==> src/rtl/vga_frame_timer.sv <==
// vga_frame_timer: free-running VGA raster and frame sequencer.
// Produces registered x/y, sync, blanking, line/frame ticks and a 7-bit
// completed-frame counter. All outputs are registered from the same
// next-state position, so they always describe one raster position.
// Optional macro FRAME_RESTART_EN adds a 'restart' input that makes the
// next frame wrap load frame_counter with 0 instead of incrementing.
module vga_frame_timer #(
  parameter int H_ACTIVE = 640,
  parameter int H_FP     = 16,
  parameter int H_SYNC   = 96,
  parameter int H_BP     = 48,
  parameter int V_ACTIVE = 480,
  parameter int V_FP     = 10,
  parameter int V_SYNC   = 2,
  parameter int V_BP     = 33,
  parameter bit SYNC_POL = 1'b0
) (
  input  logic       clk,
  input  logic       rst,
  input  logic       ce,
`ifdef FRAME_RESTART_EN
  input  logic       restart,
`endif
  output logic [9:0] x,
  output logic [9:0] y,
  output logic       hsync,
  output logic       vsync,
  output logic       display_on,
  output logic       line_tick,
  output logic       frame_tick,
  output logic [6:0] frame_counter
);

  localparam int H_TOTAL = H_ACTIVE + H_FP + H_SYNC + H_BP;
  localparam int V_TOTAL = V_ACTIVE + V_FP + V_SYNC + V_BP;

  localparam logic [9:0]  H_LAST     = 10'(H_TOTAL - 1);
  localparam logic [9:0]  V_LAST     = 10'(V_TOTAL - 1);
  localparam logic [10:0] H_ACT_W    = 11'(H_ACTIVE);
  localparam logic [10:0] V_ACT_W    = 11'(V_ACTIVE);
  localparam logic [10:0] HS_START_W = 11'(H_ACTIVE + H_FP);
  localparam logic [10:0] HS_END_W   = 11'(H_ACTIVE + H_FP + H_SYNC);
  localparam logic [10:0] VS_START_W = 11'(V_ACTIVE + V_FP);
  localparam logic [10:0] VS_END_W   = 11'(V_ACTIVE + V_FP + V_SYNC);

  // Counters are 10 bits wide; larger rasters cannot be represented.
  if (H_TOTAL > 1024 || V_TOTAL > 1024 || H_ACTIVE < 1 || V_ACTIVE < 1) begin : g_param_check
    $error("vga_frame_timer: H_TOTAL/V_TOTAL must be 1..1024 with non-empty active area");
  end

  logic [9:0] x_nxt;
  logic [9:0] y_nxt;
  logic       x_wrap;
  logic       y_wrap;
  logic       frame_wrap;
  logic       hsync_nxt;
  logic       vsync_nxt;
  logic       display_on_nxt;
  logic       fc_clear;

  // Next raster position and the flags that describe it.
  always_comb begin
    x_wrap     = (x == H_LAST);
    y_wrap     = (y == V_LAST);
    frame_wrap = x_wrap & y_wrap;
    x_nxt      = x_wrap ? 10'd0 : x + 10'd1;
    y_nxt      = y;
    if (x_wrap) begin
      y_nxt = y_wrap ? 10'd0 : y + 10'd1;
    end
    hsync_nxt      = (({1'b0, x_nxt} >= HS_START_W) && ({1'b0, x_nxt} < HS_END_W)) ? SYNC_POL : ~SYNC_POL;
    vsync_nxt      = (({1'b0, y_nxt} >= VS_START_W) && ({1'b0, y_nxt} < VS_END_W)) ? SYNC_POL : ~SYNC_POL;
    display_on_nxt = ({1'b0, x_nxt} < H_ACT_W) && ({1'b0, y_nxt} < V_ACT_W);
  end

`ifdef FRAME_RESTART_EN
  logic restart_pend;

  assign fc_clear = restart_pend | restart;

  // Sticky restart request, consumed by the next frame wrap.
  always_ff @(posedge clk) begin
    if (rst) begin
      restart_pend <= 1'b0;
    end else if (ce && frame_wrap) begin
      restart_pend <= 1'b0;
    end else if (restart) begin
      restart_pend <= 1'b1;
    end
  end
`else
  assign fc_clear = 1'b0;
`endif

  // Raster position, registered flags and frame counter.
  always_ff @(posedge clk) begin
    if (rst) begin
      x             <= 10'd0;
      y             <= 10'd0;
      hsync         <= ~SYNC_POL;
      vsync         <= ~SYNC_POL;
      display_on    <= 1'b1;
      line_tick     <= 1'b1;
      frame_tick    <= 1'b1;
      frame_counter <= 7'd0;
    end else if (ce) begin
      x          <= x_nxt;
      y          <= y_nxt;
      hsync      <= hsync_nxt;
      vsync      <= vsync_nxt;
      display_on <= display_on_nxt;
      line_tick  <= (x_nxt == 10'd0);
      frame_tick <= (x_nxt == 10'd0) && (y_nxt == 10'd0);
      if (frame_wrap) begin
        frame_counter <= fc_clear ? 7'd0 : frame_counter + 7'd1;
      end
    end
  end

endmodule

==> config.mk <==
export PLATFORM = sky130hd
export DESIGN_NAME = vga_frame_timer
export DESIGN_NICKNAME = d
export VERILOG_FILES = /design/src/rtl/vga_frame_timer.sv
export SDC_FILE = /design/constraint.sdc
export NUM_CORES = 1
export LEC_CHECK = 0
export CAP_MARGIN = 20
export CORE_ASPECT_RATIO = 0.8
export CORE_UTILIZATION = 57
export DETAILED_ROUTE_END_ITERATION = 10
export PLACE_DENSITY = 0.85
export SYNTH_ARGS = -nofsm -noshare
export SYNTH_HDL_FRONTEND = slang
export SYNTH_SLANG_ARGS = --single-unit
==> constraint.sdc <==
create_clock -name clk -period 3.8 [get_ports clk]
set_input_delay 0.38 -clock clk [delete_from_list [all_inputs] [get_ports clk]]
set_output_delay 0.38 -clock clk [all_outputs]
set_load 0.005 [all_outputs]
== Yosys cells after proc, flatten, opt, wreduce, memory -nomap -nowiden ==
Index checks and enable logic that the tools add are counted.
Operators by class
  magnitude comparators: 6
  bitwise logic cells: 1
  equality and inequality tests: 2
  $add $sub $neg: 3
  muxes and demuxes: 5
  reduce and logical (&&, ||, !) cells: 7
Operator list (count)
  2-to-1 mux 10 bit: 3
  adder 10 x 1 -> 10 bit (second input constant): 2
  == test 10 bit (second input constant): 2
  zero test 10 bit: 2
  less-than comparator 10 bit (second input constant): 2
  less-than comparator 10 x 9 -> 1 bit (second input constant): 2
  >= comparator 10 bit (second input constant): 1
  >= comparator 10 x 9 -> 1 bit (second input constant): 1
  adder 7 x 1 -> 7 bit (second input constant): 1
  logical AND 1 bit: 4
  2-to-1 mux 1 bit: 2
  AND reduction 2 bit: 1
  bitwise AND 1 bit: 1
Storage, ports and cells
  output and inout port bits: 32
  word-level logic and storage cells: 32
  input port bits: 3
  flip-flop bits (word level): 32

== Longest topological paths before layout ==
  word-level depth: 6
  depth in mapped cells: 9

== Least setup slack after synthesis ==
No wires, ideal clock.
  kind: register -> register
  start point: register x[0]
  end point: register vsync
  arrival time: 1.971 ns
  setup time: 0.134 ns
  stages on the path, launching flop included: 10
  buffers on the path: 2
  slack: 1.695 ns
  clock period less this slack: 2.105 ns
  cell sequence: dfxtp_1 > ha_1 > and4_1 > buf_2 > nand3_1 > buf_2 > a211oi_1 > o21bai_1 > nor4b_1 > a31oi_1
On the way
  longest elaborated chain between the ends: 5
  elaborated cells between the ends (all ways): 6
RTL lines
  from (decl): line 24  | output logic [9:0] x,
  from (signal assigned): line 107  | x <= x_nxt;
  == test 10 bit (*): line 63  | x_wrap = (x == H_LAST);
  2-to-1 mux 10 bit (*): line 68  | if (x_wrap) begin
  >= comparator 10 x 9 -> 1 bit or less-than comparator 10 x 9 -> 1 bit (tied branches): line 72  | vsync_nxt = (({1'b0, y_nxt} >= VS_START_W) && ({1'b0, y_nxt} < VS_END_W)) ? SYNC_POL : ~SYNC_POL;
  logical AND 1 bit (*): line 72
  2-to-1 mux 1 bit (*): line 72
  to (signal assigned): line 101  | vsync <= ~SYNC_POL;
  to (signal assigned): line 110  | vsync <= vsync_nxt;
  to (decl): line 27  | output logic vsync,
Mark *: on every way between the ends. The rest lies on a longest branch, timed or not.
A chain may end at the register's enable or synchronous reset.

== Worst setup path in the final report ==
Ends and elaborated chain as after synthesis.

==> impl_metrics.toml <==
[run_status]
status = "completed"

[logic_synthesis]
ys_ff_latch = 32
ys_top_cells_by_count = "dfxtp_1 (32), nor2_1 (28), a21oi_1 (22), nand2_1 (21), o21ai_0 (12)"
synth_top_family_by_area = "simple AND/OR/NAND/NOR gates"
synth_fp_nets = 257
synth_warnings = 0
syn_area_per_cell_sq_um = 7.94
synth-adder-area-share_pct = 2.52
synth_compound_area_share_pct = 20.9
synth_ff_type = "dfxtp_1"
synth_edf_count = 0
synthSimpleGateAreaFrac_pct = 29.3
yosysSeqAreaShare_pct = 32.3
yosysTopAreaCellShare_pct = 32.3
netlist_area_sq_um = 1980
synthArstFlopShare_pct = 0
synthXorXnorAreaFrac_pct = 7.50
yosys.cell_count.top_type = "dfxtp_1"
synthDistinctLibCells = 54
synth_area_leader_cell = "dfxtp_1"
syn_inst = 250
synth.area.mux_share_pct = 1.51
synth_area_leaders = "dfxtp_1 (32%), a21oi_1 (5.5%), nor2_1 (5.3%)"

[timing]
fin_crit_ns = 2.63
maxSlewViolCount = 0
timing.final.crit_share_pct = 69.3
finalClockSkew_ns = 0.00709
timing.final.hold_violations = 0
holdWs_ns = 0.487
relSlewSlack_pct = 65.3
fmax_mhz = 380
setup_viol = 0
worst-slew-pin-transition_ns = 0.518
fin_tns_setup_ns = 0
rsz0062_at_grt = "false"

[die]
chipWidth_um = 68.0
die_y_um = 54.8
coreArea_sq_um = 3200
ios = 35
die-area_sq_um = 3720
initial_core_util_pct = 62.1
rows = 18

[cts]
ctsHoldBuffers = 0
cts-root-buf = "clkbuf_8"
cts_tree = "yes"
path_clk_slew_ns = 0.07
postCtsSetupRepairBufs = 0
insertion_delay_ns = 0.29
cts_max_path_buffers = 2
clock_sinks = 32
cts_resized = 0
numCtsBuffers = 5
htreeDepth = 2

[grt]
grt_pass1_wl_um = 7560
grt_max_degree = 32
grt_pass1_vias = 1577
grt_antenna_before_repair = 0
grt_overflow = 0
grt.total_usage_pct = 27.9

[pwr]
p_leak_uw = 0.000833
power_uw = 720
clock_power_share_pct = 45.0
pwr-share-comb_pct = 6.3
power_density_nw_per_um2 = 301
p_sw_share_pct = 22.5
power.switching_uw = 162
ir_worst_vdd_mv = 0.253
intPower_uw = 558
seq_power_share_pct = 48.7

[drt]
post_drt_wl_per_cell_um = 15.3
wirelength_um = 4800
num_vias = 1940
viasPerCell = 6.20
drc = 0
first_pass_iters = 5
drtIter0Drc = 245
antenna_left = 0

[worst_setup_path]
critPathMaxFanout = 11
required_ns = 3.96
worst_setup_path_start_kind = "flop"
path_class = "reg -> reg"
ff2ff_path_depth = 7
cpPeakStageDelay_ns = 0.50
critPathArrivalTime_ns = 2.79
endpoint_kind = "flop"
slowest_stage = "and4_1"
worstPathCellList = "ha_1 > and4_1 > nand3_1 > a211oi_1 > o21bai_1 > nor4b_1 > a31oi_1"

[placement]
postPlaceCellArea_sq_um = 2290
dpl.hpwl_um = 3270
port_buffers = 34
dp.cells = 305
place_congestion = 0.942

[finish]
seqCellArea_sq_um = 641
area.growth.synth_to_final_pct = 20.6
final_area_sq_um = 2390
final_nets = 279
drive_gt1_share_pct = 6.96
fill_cells = 245
antenna_cells = 0
multi_input_area_sq_um = 1220
stdcell_count = 313

[flow_run]
maxCapViolCount = 0

[worst_hold_path]
whs_path_depth = 2
hp-class = "reg -> reg"
## metal layers
metal / global-route usage, % / vias to the layer above / wire length (um)
li1: - / 948 / -
met1: 39.0 / 883 / 2280
met2: 39.7 / 96 / 2070
met3: 8.33 / 13 / 353
met4: 10.4 / 0 / 96
met5: 0 / - / 0
## registers in the layout, summed over array words and instances, names as in the netlist
name	flops
vsync	1
frame_counter	7
hsync	1
frame_tick	1
display_on	1
x	10
y	10
line_tick	1
## worst paths after layout
kind                                              from                      to  slack [ns]
worst max-delay path                 x[0]$_SDFFE_PP0P_      vsync$_SDFFE_PP1P_        1.17
worst min-delay path            line_tick$_SDFFE_PP1P_  line_tick$_SDFFE_PP1P_        0.49
worst max register to register       x[0]$_SDFFE_PP0P_      vsync$_SDFFE_PP1P_        1.17
worst min register to register  line_tick$_SDFFE_PP1P_  line_tick$_SDFFE_PP1P_        0.49
## cell type report
class / instances / share of cell area, %
flip-flops and latches: 32 / 26.8
well taps: 40 / 2.09
multi-input cells: 193 / 51.2
inverters: 4 / 0.627
clock buffers: 6 / 3.03
repair buffers: 36 / 14.8
clock inverters: 2 / 1.46
## worst max-delay path, delay by kind of cell, from the launching register on
family | cells | cell delay (ns)
AND/OR/NAND/NOR | 3 | 1.15
AO/OA/AOI/OAI | 3 | 0.62
flip-flops | 1 | 0.42
adder cells (fa/ha/maj) | 1 | 0.31
## cells in the final DEF (no fill, tap or decap), drive strengths merged, types with 2 or more instances in the layout
| master | instances |
|---|---|
| o21bai | 2 |
| or2 | 2 |
| ha | 4 |
| or3 | 5 |
| nor4 | 3 |
| dfxtp | 32 |
| nand4 | 9 |
| a311oi | 2 |
| xnor2 | 8 |
| a211oi | 4 |
| o211a | 3 |
| clkbuf | 6 |
| nor4b | 2 |
| nand4b | 2 |
| inv | 4 |
| nand3 | 10 |
| and3 | 6 |
| nor3 | 8 |
| o21ai | 13 |
| buf | 2 |
| or4 | 2 |
| clkdlybuf4s50 | 34 |
| o31ai | 3 |
| a221oi | 2 |
| a22oi | 2 |
| nor2 | 29 |
| nand2 | 21 |
| mux2i | 3 |
| a21oi | 22 |
| and2 | 2 |
| xor2 | 9 |
## kinds of logic after synthesis
| kind of cell | Yosys count |
|---|---|
| buffers and inverters | 25 |
| AOI/OAI and AO/OA | 63 |
| adders and majority gates | 4 |
| muxes | 3 |
| and+or+nand+nor | 106 |
| DFF | 32 |
| xor gates and xnor gates | 17 |
## metrics by stage
step,utilization [%],setup slack [ns]
floorplan,-,1.69
global placement,71.5,1.35
finish,74.8,1.17
detailed placement,71.5,1.31
global route,74.8,0.996
CTS,74.8,1.25
## power groups by stage
stage               clock (uW)  sequential, uW  combinational (uW)
global route               342             352                49.8
floorplan                    0             354                27.8
detailed placement           0             358                44.2
finish                     324             351                45.3
global placement             0             358                43.9
CTS                        327             351                45.1
No activity file was read; power rests on OpenSTA's default activity.
